`config.mk`:
```
export PLATFORM = sky130hd
export DESIGN_NAME = button_debouncer
export DESIGN_NICKNAME = d
export VERILOG_FILES = /design/src/rtl/debounce_pkg.sv /design/src/rtl/sync_2ff.sv /design/src/rtl/button_debouncer.sv
export SDC_FILE = /design/constraint.sdc
export NUM_CORES = 1
export LEC_CHECK = 0
export ABC_CLOCK_PERIOD_IN_PS = 1500
export BUFFER_PORTS_ARGS = -buffer_cell sky130_fd_sc_hd__buf_2
export CELL_PAD_IN_SITES_DETAIL_PLACEMENT = 0
export CELL_PAD_IN_SITES_GLOBAL_PLACEMENT = 2
export CORE_AREA = 5 5 46 48
export DETAILED_ROUTE_END_ITERATION = 12
export DIE_AREA = 0 0 51 53
export HOLD_SLACK_MARGIN = 0.15
export MAX_ROUTING_LAYER = met4
export PLACE_DENSITY_LB_ADDON = 0.1
export SYNTH_ARGS = -nofsm -noshare
export SYNTH_HDL_FRONTEND = slang
export SYNTH_SLANG_ARGS = --single-unit
```
`constraint.sdc`:
```
create_clock -name clock -period 1.5 [get_ports clock]
set_input_delay 0.15 -clock clock [delete_from_list [all_inputs] [get_ports clock]]
set_output_delay 0.15 -clock clock [all_outputs]
set_load 0.005 [all_outputs]
```
`src/rtl/debounce_pkg.sv`:
```
// Shared definitions for the button debouncer and its synchronizer.
//   db_state_t     : qualification FSM state encoding
//   DB_SYNC_STAGES : number of flops in the pin synchronizer
package debounce_pkg;

  localparam int unsigned DB_SYNC_STAGES = 2;

  typedef enum logic [1:0] {
    IDLE_LOW,
    WAIT_HIGH,
    IDLE_HIGH,
    WAIT_LOW
  } db_state_t;

endpackage

```
`src/rtl/sync_2ff.sv`:
```
// Two-flop synchronizer for a single asynchronous pin level.
// Ports:
//   clock : system clock
//   reset : asynchronous active-low reset, clears both flops
//   d     : raw asynchronous input
//   q     : synchronized output (last flop)
module sync_2ff
  import debounce_pkg::*;
(
  input  logic clock,
  input  logic reset,
  input  logic d,
  output logic q
);

  // stage_q[0] is the metastability-catching flop, the MSB is the clean sample.
  logic [DB_SYNC_STAGES-1:0] stage_q;

  always_ff @(posedge clock or negedge reset) begin
    if (!reset) begin
      stage_q <= '0;
    end else begin
      stage_q <= {stage_q[DB_SYNC_STAGES-2:0], d};
    end
  end

  assign q = stage_q[DB_SYNC_STAGES-1];

endmodule

```
`src/rtl/button_debouncer.sv`:
```
// Debounces a raw push-button/switch level into the system clock domain.
// Optional feature macro: BUTTON_DEBOUNCER_TOGGLE_EN (builds the toggle register;
// otherwise toggle is tied to 0).
// Parameters:
//   STABLE_CYCLES : consecutive synchronized samples needed to accept a new level (2..65535)
// Ports:
//   clock  : system clock, rising edge
//   reset  : asynchronous active-low reset
//   btn_in : raw asynchronous pin level
//   level  : debounced level
//   rise   : one-cycle pulse on level 0->1
//   fall   : one-cycle pulse on level 1->0
//   toggle : flips once per rise (feature build only)
module button_debouncer
  import debounce_pkg::*;
#(
  parameter int unsigned STABLE_CYCLES = 16
) (
  input  logic clock,
  input  logic reset,
  input  logic btn_in,
  output logic level,
  output logic rise,
  output logic fall,
  output logic toggle
);

  localparam int unsigned CntW = $clog2(STABLE_CYCLES);
  // Entering WAIT already accounts for one matching sample, so the last count is N-2.
  localparam logic [CntW-1:0] CntLast = CntW'(STABLE_CYCLES - 2);

  logic            s;
  db_state_t       state_q;
  logic [CntW-1:0] cnt_q;
  logic            level_q;
  logic            rise_q;
  logic            fall_q;

  sync_2ff u_sync (
    .clock (clock),
    .reset (reset),
    .d     (btn_in),
    .q     (s)
  );

  always_ff @(posedge clock or negedge reset) begin
    if (!reset) begin
      state_q <= IDLE_LOW;
      cnt_q   <= '0;
      level_q <= 1'b0;
      rise_q  <= 1'b0;
      fall_q  <= 1'b0;
    end else begin
      rise_q <= 1'b0;
      fall_q <= 1'b0;
      unique case (state_q)
        IDLE_LOW: begin
          if (s) begin
            state_q <= WAIT_HIGH;
            cnt_q   <= '0;
          end
        end
        WAIT_HIGH: begin
          if (!s) begin
            state_q <= IDLE_LOW;
          end else if (cnt_q == CntLast) begin
            state_q <= IDLE_HIGH;
            level_q <= 1'b1;
            rise_q  <= 1'b1;
          end else begin
            cnt_q <= cnt_q + 1'b1;
          end
        end
        IDLE_HIGH: begin
          if (!s) begin
            state_q <= WAIT_LOW;
            cnt_q   <= '0;
          end
        end
        WAIT_LOW: begin
          if (s) begin
            state_q <= IDLE_HIGH;
          end else if (cnt_q == CntLast) begin
            state_q <= IDLE_LOW;
            level_q <= 1'b0;
            fall_q  <= 1'b1;
          end else begin
            cnt_q <= cnt_q + 1'b1;
          end
        end
        default: state_q <= IDLE_LOW;
      endcase
    end
  end

  assign level = level_q;
  assign rise  = rise_q;
  assign fall  = fall_q;

`ifdef BUTTON_DEBOUNCER_TOGGLE_EN
  logic toggle_q;

  always_ff @(posedge clock or negedge reset) begin
    if (!reset) begin
      toggle_q <= 1'b0;
    end else begin
      toggle_q <= toggle_q ^ rise_q;
    end
  end

  assign toggle = toggle_q;
`else
  assign toggle = 1'b0;
`endif

endmodule

```
Yosys cells after proc, flatten, opt, wreduce, memory -nomap -nowiden:

Cells that the tools add are included.
Widths: inputs -> output; s select.

* word-level logic and storage cells: 47
* input port bits: 3
* output and inout port bits: 4
* register bits after elaboration: 11

* multiplexer cells: 23
* reductions and logical operators: 5
* equality and inequality tests: 12
* add/sub/neg operators: 1

Operators with widths (number)
* $mux 4: 5
* $pmux 4 s4: 1
* $mux 2: 6
* $mux 1: 9
* $ne 2x2->1 const B: 4
* $pmux 2 s4: 1
* $reduce_and 4->1: 2
* $reduce_and 5->1: 1
* $add 4x1->4 const B: 1
* $eq 2x2->1 const B: 2
* $eq 4x4->1 const B: 1
* $ne 2x1->1 const B: 2
* $ne 3x2->1 const B: 1
* $ne 3x3->1 const B: 1
* $eq 2x1->1 const B: 1
* $logic_not 2->1: 1
* $pmux 1 s2: 1
* $reduce_bool 2->1: 1

Logic depth before layout (Yosys ltp):

Gate-level depths: netlist of the first run.

* depth in word-level cells: 4
* gate-level depth with buffers: 5
* mapped depth without buffers: 5

By module:

Synthesis of the first run repeated with hierarchy kept, for this count alone.

* cell total of the unflattened synthesis: 43
* area total of the unflattened synthesis: 475.5 µm²

By module, submodules not included
* button_debouncer: instances 1, area an instance 425.4 µm², cells an instance 41, sequential area each 225.2 µm²
* sync_2ff: instances 1, area an instance 50.0 µm², cells an instance 2, sequential area each 50.0 µm²

Least setup slack after synthesis of the first run:

OpenSTA, ideal clock, no wires.

* path kind: register -> register
* start: reg cnt_q[0]
* end: reg cnt_q[0]
* library setup time: 0.126 ns
* data arrival time: 1.236 ns
* period minus slack after synthesis: 1.362 ns
* setup slack: 0.138 ns
* buffers on the path: 0
* cell stages (with the launch flop): 5
* data required time: 1.374 ns
* cells stage by stage: dfrtp_1 inv_1 ha_1 and3_1 a311o_1

* longest elaborated chain between the ends: 4
* elaborated cells between the ends (all ways): 6
* those cells by class: add/sub (1); eq/ne (1); mux (4)

RTL lines
* start, declared: RTL line button_debouncer.sv:34 `logic [CntW-1:0] cnt_q;`
* start signal, assigned: RTL line button_debouncer.sv:71 `cnt_q <= cnt_q + 1'b1;`
* start signal, assigned: RTL line button_debouncer.sv:88 `cnt_q <= cnt_q + 1'b1;`
* $add 4x1->4 / $eq 4x4->1 (equally long branches)
* $mux 4 (*): RTL line button_debouncer.sv:66, button_debouncer.sv:83
* $mux 4 (on tied branches): RTL line button_debouncer.sv:81, button_debouncer.sv:64
* $pmux 4 s4 (*): RTL line button_debouncer.sv:56 `unique case (state_q)`

Mark *: on every way between the ends. The rest lies on a longest branch, timed or not. The select of a mux whose other input is x is not followed.
A chain may end at the register's enable or synchronous reset.

Worst setup path in the final report of the first run:

* start: reg cnt_q[1]
* end: reg cnt_q[1]

Same word-level chain as after synthesis.

==> results of run 1 <==
final cells by class:
type | count | area, sq um
fillers | 161 | 1060
flip-flops and latches | 11 | 275
multi-input cells | 33 | 221
repair buffers | 9 | 60.1
clock buffers | 4 | 26.3
well taps | 17 | 21.3
inverters | 1 | 3.75
through the flow:
stage               power (W)  worst slack, ps  util, %  cells
finish               0.000586              101     36.4     75
CTS                  0.000597             90.3     36.4     75
global placement     0.000390              176     33.6     69
global route         0.000622             10.8     36.4     75
detailed placement   0.000394              117     33.6     69
floorplan            0.000369              138        -     46
synth_stat cells (all sizes together):
cell,count,area share (%)
and4,1,1.7
a311o,1,2.0
nand2b,1,1.2
nor4b,1,3.0
and3,1,1.2
buf,1,1.5
ha,2,4.9
o21ai,3,3.0
a21oi,4,3.9
and2,1,1.2
a2bb2oi,1,1.7
xnor2,1,1.7
o31ai,1,1.5
inv,1,0.74
conb,1,0.74
nand2,4,3.0
a22o,1,1.7
dfrtp,11,54
xor2,1,3.2
nor2,4,3.0
nor3b,1,1.5
nand3,1,0.98
nand4,2,2.5
path summary, 6_finish.rpt:
| path | startpoint | endpoint | slack [ps] | cells past startpoint |
|---|---|---|---|---|
| worst max-delay path | cnt_q[1]$_DFFE_PN0P_ | cnt_q[1]$_DFFE_PN0P_ | 100 | 4 |
| worst min-delay path | reset | level$_DFFE_PN0P_ | 290 | 2 |
| worst max register to register | cnt_q[1]$_DFFE_PN0P_ | cnt_q[1]$_DFFE_PN0P_ | 100 | 4 |
| worst min register to register | u_sync.stage_q[0]$_DFF_PN0_ | u_sync.stage_q[1]$_DFF_PN0_ | 370 | 0 |
| max in group asynchronous | reset | u_sync.stage_q[0]$_DFF_PN0_ | 1010 | 2 |
| min in group clock | u_sync.stage_q[0]$_DFF_PN0_ | u_sync.stage_q[1]$_DFF_PN0_ | 370 | 0 |
cell usage in the layout (no fill, tap or decap), drive strengths merged:
master       count
buf              7
nand2b           1
xor2             1
inv              1
ha               2
clkbuf           4
nand2            4
nand4            2
a2bb2oi          1
and3             1
conb             1
dlygate4sd3      2
xnor2            1
a311o            1
nor3b            1
o21ai            3
and4             1
nand3            1
and2             1
a22o             1
dfrtp           11
nor2             4
o31ai            1
a21oi            4
nor4b            1
state kept, by name, summed over array words and instances, names as in the netlist, named ones only:
| name | count |
|---|---|
| cnt_q | 4 |
| fall | 1 |
| level | 1 |
| rise | 1 |
| state_q | 1 |
| u_sync.stage_q | 2 |
kinds of logic after synthesis:
logic type      after synthesis
compound gates               11
fa+ha+maj                     2
flops                        11
simple gates                 17
xor+xnor                      2
other cells                   1
buf+inv                       2
per-layer routing:
metal  vias to the layer above  wire [um]
met3                         4         42
met2                        11        557
met1                       201        369
li1                        186          -
met4                         0         30
met5                         -          0
where the power goes:
part | switching (W) | internal (W)
clock network | 0.0000913 | 0.000103
registers | 0.0000186 | 0.000311
logic | 0.0000312 | 0.0000310
total | 0.000141 | 0.000445
==> run_results.csv, run 1 <==
group,metric,value,unit
outcome,status,"completed",
logic_synthesis,synth_nets,51,
finish,fin_area,608,sq um
clock_network,clockBufferDepth,2,
critical_path,critical_path.endpoint_type,"register",
clock_network,cts_tree,"yes",
drt,drtIter0Drc,8,
floorplanning,core-area,1670,sq um
logic_synthesis,yosysSeqAreaShare,54.2,%
timing,min_period,1400,ps
critical_path,worstPathMaxFanout,6,
timing,fin_crit_sh,93.3,%
global_route,grt_pass1_wl,1.75,mm
timing,hold_violations,0,
critical_path,crit_path_start_kind,"register",
logic_synthesis,syn_inst,46,
clock_network,clkLatencyLatePin,260,ps
global_route,use_met3,2.25,%
floorplanning,ios,7,
global_route,busiest_layer,"met2",
floorplanning,rows,15,
drt,drc,0,
run,maxCapViolCount,0,
logic_synthesis,netlist_area,508,sq um
global_route,grt_pass1_vias,445,
logic_synthesis,synth-simple-area-share,19.2,%
clock_network,ctsResizeCount,0,
logic_synthesis,postSynthAreaPerCell,11.0,sq um
critical_path,critPathBufInv,0,
logic_synthesis,ys_seq_elements,11,
logic_synthesis,synthMuxAreaShare,0,%
critical_path,cp.arrival,1600,ps
logic_synthesis,synth_warnings,0,
drt,post_drt_wl_per_cell,13.3,um
critical_path,cp_slowest_cell,"dfrtp_1",
drt,vias,402,
finish,n_antenna_cell,0,
critical_path,max_stage_delay,430,ps
timing,max_freq,715,MHz
clock_network,cts_root_buffer,"clkbuf_4",
logic_synthesis,synth_xor_area_share,4.93,%
logic_synthesis,synth_top_family_by_area,"simple AND/OR/NAND/NOR gates",
global_route,grt.met2_usage,17.0,%
clock_network,cts_buffers,3,
placed_design,dp.final_hpwl,776,um
global_route,grt_usage,9.13,%
timing,drv_slew,0,
power_and_ir_drop,p_per_area,963,nW/um^2
clock_network,clk_pin_slew,70,ps
global_route,use_met1,7.80,%
clock_network,post-cts-setup-buffer-count,0,
floorplanning,die_w,51,um
logic_synthesis,synth.distinct_cells,23,
finish,final_net_count,64,
floorplanning,dieArea,2700,sq um
finish,drive_gt1_share,20.7,%
placed_design,port_buffers,5,
clock_network,hold_buffers,2,
drt,drtPass1Iterations,2,
global_route,grt_max_degree,12,
power_and_ir_drop,ir_drop,340,uV
logic_synthesis,synthAdderAreaFrac,4.93,%
finish,syn2layout_area_growth,19.7,%
placed_design,dpl_cell_area,562,sq um
clock_network,cts_sinks,11,
timing,clock_skew,1.73,ps
timing,setup_viol,0,
power_and_ir_drop,leakage,0.290,nW
critical_path,cp_cell_sequence,"ha_1 -> and3_1 -> o31ai_1 -> a22o_1",
clock_network,cts_max_level,1,
logic_synthesis,synth_compound_area_share,13.8,%
drt,vias_per_cell,5.36,
critical_path,cp_top_family,"flip-flops",
drt,ant_nets,0,
floorplanning,start_util,30.4,%
global_route,antenna_found_initial,0,
timing,hold_slack,289,ps
critical_path,critPathRequiredTime,1700,ps
min_path,hp-class,"in -> async",
timing,fin_setup_tns,0,ps
placed_design,place_congestion,0.807,
critical_path,critPathKind,"reg -> reg",
drt,wl,1.00,mm
timing,rsz0062_at_grt,"false",
floorplanning,die_h,53,um
global_route,gr-total-overflow,0,
(Power assumes the default switching activity.)
==> inputs of run 2 (changes only) <==
--- a/config.mk
+++ b/config.mk
@@ -5,16 +5,17 @@
 export SDC_FILE = /design/constraint.sdc
 export NUM_CORES = 1
 export LEC_CHECK = 0
-export ABC_CLOCK_PERIOD_IN_PS = 1500
+export ABC_CLOCK_PERIOD_IN_PS = 1650
 export BUFFER_PORTS_ARGS = -buffer_cell sky130_fd_sc_hd__buf_2
 export CELL_PAD_IN_SITES_DETAIL_PLACEMENT = 0
 export CELL_PAD_IN_SITES_GLOBAL_PLACEMENT = 2
-export CORE_AREA = 5 5 46 48
+export CORE_AREA = 5 5 44 46
 export DETAILED_ROUTE_END_ITERATION = 12
-export DIE_AREA = 0 0 51 53
+export DIE_AREA = 0 0 49 51
 export HOLD_SLACK_MARGIN = 0.15
 export MAX_ROUTING_LAYER = met4
 export PLACE_DENSITY_LB_ADDON = 0.1
+export SLEW_MARGIN = 20
 export SYNTH_ARGS = -nofsm -noshare
 export SYNTH_HDL_FRONTEND = slang
 export SYNTH_SLANG_ARGS = --single-unit
==> constraint.sdc (replaced) <==
create_clock -name clock -period 1.65 [get_ports clock]
set_input_delay 0.165 -clock clock [delete_from_list [all_inputs] [get_ports clock]]
set_output_delay 0.165 -clock clock [all_outputs]
set_load 0.005 [all_outputs]
==> run 2 against run 1 <==
Effect of this change: global-route usage is 0.21 points lower; clock skew up 2.4 ps; cell count fell by 2.7%; maximum frequency shrank 6.4%; via count is 7.2% lower; sequential share of layout area is 0.57 points higher; wire length down 5.8%; critical path type unchanged; utilization increased by 4.4 points; count of clock-buffer cells in the layout is 1 lower.
==> run_results.csv, run 2 (synthesis results as in run 1) <==
group,metric,value,unit
outcome,status,"completed",
clock_network,cts_buffers,3,
floorplanning,ios,7,
floorplanning,rows,14,
floorplanning,die_w,49,um
power_and_ir_drop,internal-power,0.000397,W
critical_path,critPathRequiredTime,1800,ps
finish,largest_reg_flops,4,
finish,regMostFlops,"cnt_q",
timing,drv_slew,0,
timing,rsz0062_at_grt,"false",
timing,fin_setup_tns,0,ps
finish,layout_commonest_cell,"dfrtp_1",
global_route,grt_usage,8.92,%
min_path,hp-class,"in -> async",
drt,vias,373,
critical_path,worstPathMaxFanout,6,
drt,drtIter0Drc,4,
power_and_ir_drop,ir_drop,495,uV
timing,clock_skew,4.08,ps
clock_network,cts_max_level,1,
timing,max_freq,669,MHz
global_route,gr-total-overflow,0,
global_route,antenna_found_initial,0,
timing,hold_slack,304,ps
power_and_ir_drop,p_switching,0.000128,W
global_route,grt_pass1_wl,1.64,mm
placed_design,dpl.cell_count,67,
drt,dr_wl_met3,34,um
power_and_ir_drop,p_per_area,875,nW/um^2
drt,post_drt_wl_per_cell,12.9,um
finish,fill_cells,155,
timing,setup_slack,155,ps
floorplanning,core-area,1470,sq um
clock_network,clkLatencyLatePin,260,ps
clock_network,cts_root_buffer,"clkbuf_4",
drt,dr.max_layer_used,"met4",
clock_network,clk_pin_slew,70,ps
clock_network,cts_sinks,11,
placed_design,place_ws,156,ps
power_and_ir_drop,seqPwrFrac,57.6,%
critical_path,critPathKind,"reg -> reg",
drt,drc,0,
finish,layoutNonFillerInstCount,73,
finish,final_net_count,63,
timing,hold_violations,0,
critical_path,crit_path_start_kind,"register",
finish,n_antenna_cell,0,
timing,setup_viol,0,
finish,drive_gt1_share,21.1,%
critical_path,cp.arrival,1640,ps
critical_path,critical_path.endpoint_type,"register",
floorplanning,die_h,51,um
placed_design,port_buffers,5,
drt,wl_met1,393,um
drt,drtPass1Iterations,4,
global_route,grt_pass1_vias,370,
floorplanning,start_util,34.5,%
drt,wl,942,um
timing,fin_crit_sh,90.6,%
floorplanning,dieArea,2500,sq um
finish,syn2layout_area_growth,18.2,%
placed_design,place_congestion,0.814,
finish,reg_top3,"cnt_q: 4 flops, u_sync.stage_q: 2 flops",
placed_design,dp.final_hpwl,737,um
finish,final_cell_mix,"dfrtp_1, buf_2, nand2_1, nor2_1, a21oi_1",
power_and_ir_drop,leakage,0.288,nW
clock_network,cts_tree,"yes",
power_and_ir_drop,p_sw_share,24.4,%
global_route,grt_max_degree,12,
timing,min_period,1500,ps
clock_network,clockBufferDepth,2,
power_and_ir_drop,pwr-share-clk,33.1,%
drt,dr_wl_met2,507,um
power_and_ir_drop,combPwrFrac,9.3,%
drt,ant_nets,0,
run,maxCapViolCount,0,
drt,vias_per_cell,5.11,
run 2: changes by cell type in the layout (fill, tap and decap cells not counted):
cell	previous run	this run
buf_4	2	1
clkbuf_1	1	0
clkinv_2	0	1
run 2: area by class of cell:
cell class              instances  area, sq um  area share, %
flip-flops and latches         11          275           45.8
multi-input cells              33          221           36.9
repair buffers                  8         52.6           8.75
clock buffers                   3         22.5           3.75
well taps                      16         20.0           3.33
clock inverters                 1         5.00          0.833
inverters                       1         3.75          0.625
run 2: critical path, cell delays in order, from the launching register on:
cell and delay (ps):
dfrtp_1 430, inv_1 90, ha_1 260, and3_1 240, a311o_1 360
run 2: per-stage QoR:
| step | utilization (%) | power, W | area [sq um] |
|---|---|---|---|
| CTS | 40.8 | 0.000535 | 601 |
| detailed placement | 37.6 | 0.000354 | 553 |
| floorplan | - | 0.000335 | 508 |
| global route | 40.8 | 0.000559 | 601 |
| global placement | 37.6 | 0.000351 | 553 |
| finish | 40.8 | 0.000525 | 601 |
run 2: final timing paths:
check                                       startpoint                          end  slack, ps  depth (start not counted)
setup / recovery                  cnt_q[0]$_DFFE_PN0P_         cnt_q[0]$_DFFE_PN0P_        150                          4
setup reg to reg                  cnt_q[0]$_DFFE_PN0P_         cnt_q[0]$_DFFE_PN0P_        150                          4
hold / removal                                   reset               rise$_DFF_PN0_        300                          2
max in group asynchronous                        reset                    async pin       1150                          2
hold reg to reg            u_sync.stage_q[0]$_DFF_PN0_  u_sync.stage_q[1]$_DFF_PN0_        360                          0
min in group clock         u_sync.stage_q[0]$_DFF_PN0_  u_sync.stage_q[1]$_DFF_PN0_        360                          0
run 2: power groups by stage:
stage          Combinational (W)  Clock [W]  Sequential [W]
3_5_place_dp           0.0000461          0        0.000308
2_1_floorplan          0.0000327          0        0.000302
4_1_cts                0.0000500   0.000183        0.000302
5_1_grt                0.0000564   0.000198        0.000305
3_3_place_gp           0.0000441          0        0.000307
6_report               0.0000491   0.000174        0.000303
run 2: metal layers:
| metal | track usage (%) | up-vias |
|---|---|---|
| li1 | - | 184 |
| met4 | 5.38 | 0 |
| met3 | 2.62 | 2 |
| met1 | 9.57 | 176 |
| met5 | - | - |
| met2 | 14.6 | 11 |
run 2: timing repair:
| item | CTS | global route |
|---|---|---|
| hold endpoints to repair | 12 | 0 |
| hold buffers | 2 | 0 |
| buffers inserted | 0 | 0 |
| resized for setup | 0 | 0 |
==> inputs of run 3 (changes only) <==
--- a/config.mk
+++ b/config.mk
@@ -9,13 +9,14 @@
 export BUFFER_PORTS_ARGS = -buffer_cell sky130_fd_sc_hd__buf_2
 export CELL_PAD_IN_SITES_DETAIL_PLACEMENT = 0
 export CELL_PAD_IN_SITES_GLOBAL_PLACEMENT = 2
-export CORE_AREA = 5 5 44 46
+export CORE_AREA = 5 5 43 45
 export DETAILED_ROUTE_END_ITERATION = 12
-export DIE_AREA = 0 0 49 51
+export DIE_AREA = 0 0 48 50
 export HOLD_SLACK_MARGIN = 0.15
 export MAX_ROUTING_LAYER = met4
 export PLACE_DENSITY_LB_ADDON = 0.1
 export SLEW_MARGIN = 20
 export SYNTH_ARGS = -nofsm -noshare
 export SYNTH_HDL_FRONTEND = slang
+export SYNTH_HIERARCHICAL = 1
 export SYNTH_SLANG_ARGS = --single-unit
==> run 3 against run 2 <==
Effect of this change: clock skew is 2.0 ps lower; maximum frequency down 6.4%; total power fell by 0.37%; area after synthesis down 6.4%; utilization down 1.4 points; register-to-register slack lost 100 ps; flip-flop and latch count is the same; synthesized cell count down 6.5%; cell count down 4.1%; critical path type unchanged; critical endpoint is now cnt_q[3]$_DFFE_PN0P_; largest cell class unchanged; highest routed layer unchanged.
==> run_results.csv, run 3 <==
group,metric,value,unit
timing,fin_setup_tns,0,ps
clock_network,clkLatencyLatePin,260,ps
drt,drtPass1Iterations,2,
floorplanning,dieArea,2400,sq um
power_and_ir_drop,pwr-share-clk,34.0,%
global_route,grt_max_degree,12,
floorplanning,rows,14,
finish,layout_commonest_cell,"dfrtp_1",
drt,dr.max_layer_used,"met4",
clock_network,clockBufferDepth,2,
power_and_ir_drop,ir_drop,410,uV
placed_design,port_buffers,5,
global_route,grt_pass1_wl,1.68,mm
outcome,status,"completed",
critical_path,critPathKind,"reg -> reg",
power_and_ir_drop,p_total,0.000523,W
logic_synthesis,synth_warnings,6,
critical_path,critical_path.endpoint_type,"register",
clock_network,cts_sinks,11,
finish,final_net_count,60,
logic_synthesis,async_flop_share,100,%
clock_network,cts_tree,"yes",
finish,final_cell_mix,"dfrtp_1, o21ai_0, buf_2, nand2_1, clkbuf_4",
finish,syn2layout_area_growth,19.2,%
power_and_ir_drop,seqPwrFrac,57.5,%
floorplanning,die_w,48,um
timing,drv_slew,0,
logic_synthesis,synth_top_area_share,57.9,%
timing,hold_slack,303,ps
floorplanning,die_h,50,um
placed_design,dp.final_hpwl,702,um
logic_synthesis,yosysSeqAreaShare,57.9,%
power_and_ir_drop,p_switching,0.000124,W
global_route,antenna_found_initial,0,
finish,regMostFlops,"cnt_q",
drt,dr_wl_met2,507,um
placed_design,place_congestion,0.793,
global_route,grt_pass1_vias,394,
critical_path,crit_path_start_kind,"register",
global_route,gr-total-overflow,0,
finish,post-route-util,39.5,%
power_and_ir_drop,p_sw_share,23.6,%
logic_synthesis,synth.distinct_cells,22,
logic_synthesis,postSynthAreaPerCell,11.1,sq um
critical_path,critPathRequiredTime,1800,ps
clock_network,cts_max_level,1,
critical_path,max_stage_delay,390,ps
drt,wl_met1,374,um
drt,drtIter0Drc,1,
timing,hold_violations,0,
critical_path,cp_cell_sequence,"inv_1 -> ha_1 -> and4_2 -> or2_4 -> a211o_1",
logic_synthesis,synth_most_common_cell,"dfrtp_1",
floorplanning,start_util,33.1,%
power_and_ir_drop,internal-power,0.000400,W
drt,dr_wl_met3,25,um
logic_synthesis,synth_common_cells,"dfrtp_1, o21ai_0, nand2_1",
logic_synthesis,synth_nets,48,
finish,drive_gt1_share,20.4,%
power_and_ir_drop,combPwrFrac,8.5,%
drt,vias,341,
power_and_ir_drop,leakage,0.288,nW
clock_network,cts_root_buffer,"clkbuf_4",
finish,largest_reg_flops,4,
clock_network,cts_buffers,3,
timing,clock_skew,2.13,ps
logic_synthesis,synth-edff-count,0,
drt,vias_per_cell,4.87,
drt,post_drt_wl_per_cell,13.3,um
timing,rsz0062_at_grt,"false",
logic_synthesis,synthTopCellsByArea,"dfrtp_1, o21ai_0, ha_1",
logic_synthesis,synth-main-ff-cell,"dfrtp_1",
logic_synthesis,netlist_area,475,sq um
timing,min_period,1600,ps
run,maxCapViolCount,0,
critical_path,worstPathMaxFanout,5,
finish,reg_top3,"cnt_q: 4 flops, u_sync/stage_q: 2 flops",
timing,fin_crit_sh,96.8,%
floorplanning,ios,7,
drt,drc,0,
logic_synthesis,yosys.area.top_type,"dfrtp_1",
timing,setup_viol,0,
min_path,hp-class,"in -> async",
clock_network,clk_pin_slew,70,ps
clock_network,ctsResizeCount,0,
timing,max_freq,626,MHz
power_and_ir_drop,p_per_area,924,nW/um^2
drt,wl,934,um
finish,n_antenna_cell,0,
drt,ant_nets,0,
floorplanning,core-area,1440,sq um
critical_path,cp_slowest_cell,"dfrtp_1",
critical_path,crit_start,"cnt_q[0]$_DFFE_PN0P_",
global_route,grt_usage,10.3,%
critical_path,cp.arrival,1750,ps
logic_synthesis,syn_inst,43,
critical_path,r2r-start,"cnt_q[0]$_DFFE_PN0P_",
logic_synthesis,ys_seq_elements,11,
-- run 3: power by group through the flow --
stage	combinational, W	sequential, W	clock [W]
after floorplan	0.0000281	0.000301	0
after global placement	0.0000378	0.000304	0
after detailed placement	0.0000418	0.000306	0
after CTS	0.0000458	0.000301	0.000186
after global routing	0.0000524	0.000302	0.000202
final	0.0000445	0.000301	0.000178
-- run 3: kinds of logic (layout without fill, tap and decap cells) --
kind of cell             count (synthesis)  in the layout  share of synthesized area [%]
flip-flops                              11             11                           57.9
other                                    1              1                          0.789
XOR/XNOR                                 1              1                           1.84
AO/OA/AOI/OAI                           10             10                           11.8
adder cells (fa/ha/maj)                  2              2                           5.26
AND/OR/NAND/NOR                         15             15                           19.2
buffers and inverters                    3             14                           3.16
-- run 3: final cells by class --
cell class | count | area (sq um)
fillers | 155 | 870
well taps | 16 | 20.0
inverters | 2 | 7.51
repair buffers | 8 | 52.6
clock buffers | 4 | 26.3
flip-flops and latches | 11 | 275
multi-input cells | 29 | 185
-- run 3: critical path: cells and delay by family (launching register included) --
family	cells	cell delay [ps]
AOI/OAI and AO/OA	1	280
adders and majority gates	1	220
buffers and inverters	1	70
DFF	1	390
and+or+nand+nor	2	520
-- run 3: path summary, 6_finish.rpt --
path / to / slack, ps / depth (start not counted)
min reg2reg: u_sync/stage_q[1]$_DFF_PN0_ / 360 / 0
max in group asynchronous: cnt_q[0]$_DFFE_PN0P_ / 1150 / 2
max reg2reg: cnt_q[3]$_DFFE_PN0P_ / 50 / 5
max: cnt_q[3]$_DFFE_PN0P_ / 50 / 5
min in group clock: u_sync/stage_q[1]$_DFF_PN0_ / 360 / 0
min: fall$_DFF_PN0_ / 300 / 2
-- run 3: routing by layer --
| metal | GRT usage [%] | vias up |
|---|---|---|
| li1 | - | 169 |
| met1 | 12.1 | 163 |
| met4 | 6.73 | 0 |
| met3 | 3.27 | 4 |
| met5 | - | - |
| met2 | 14.5 | 5 |
-- run 3: per-stage QoR --
step,std cells,area (sq um),setup WS [ps]
floorplan,43,475,126
global placement,64,520,91.9
detailed placement,64,520,53.4
CTS,70,567,46.7
global route,70,567,21.2
finish,70,567,52.3
-- run 3: what timing repair did --
| item | 4_1_cts | 5_1_grt |
|---|---|---|
| endpoints found under the hold margin | 12 | 0 |
| buffers inserted | 0 | 0 |
| hold buffers | 2 | 0 |
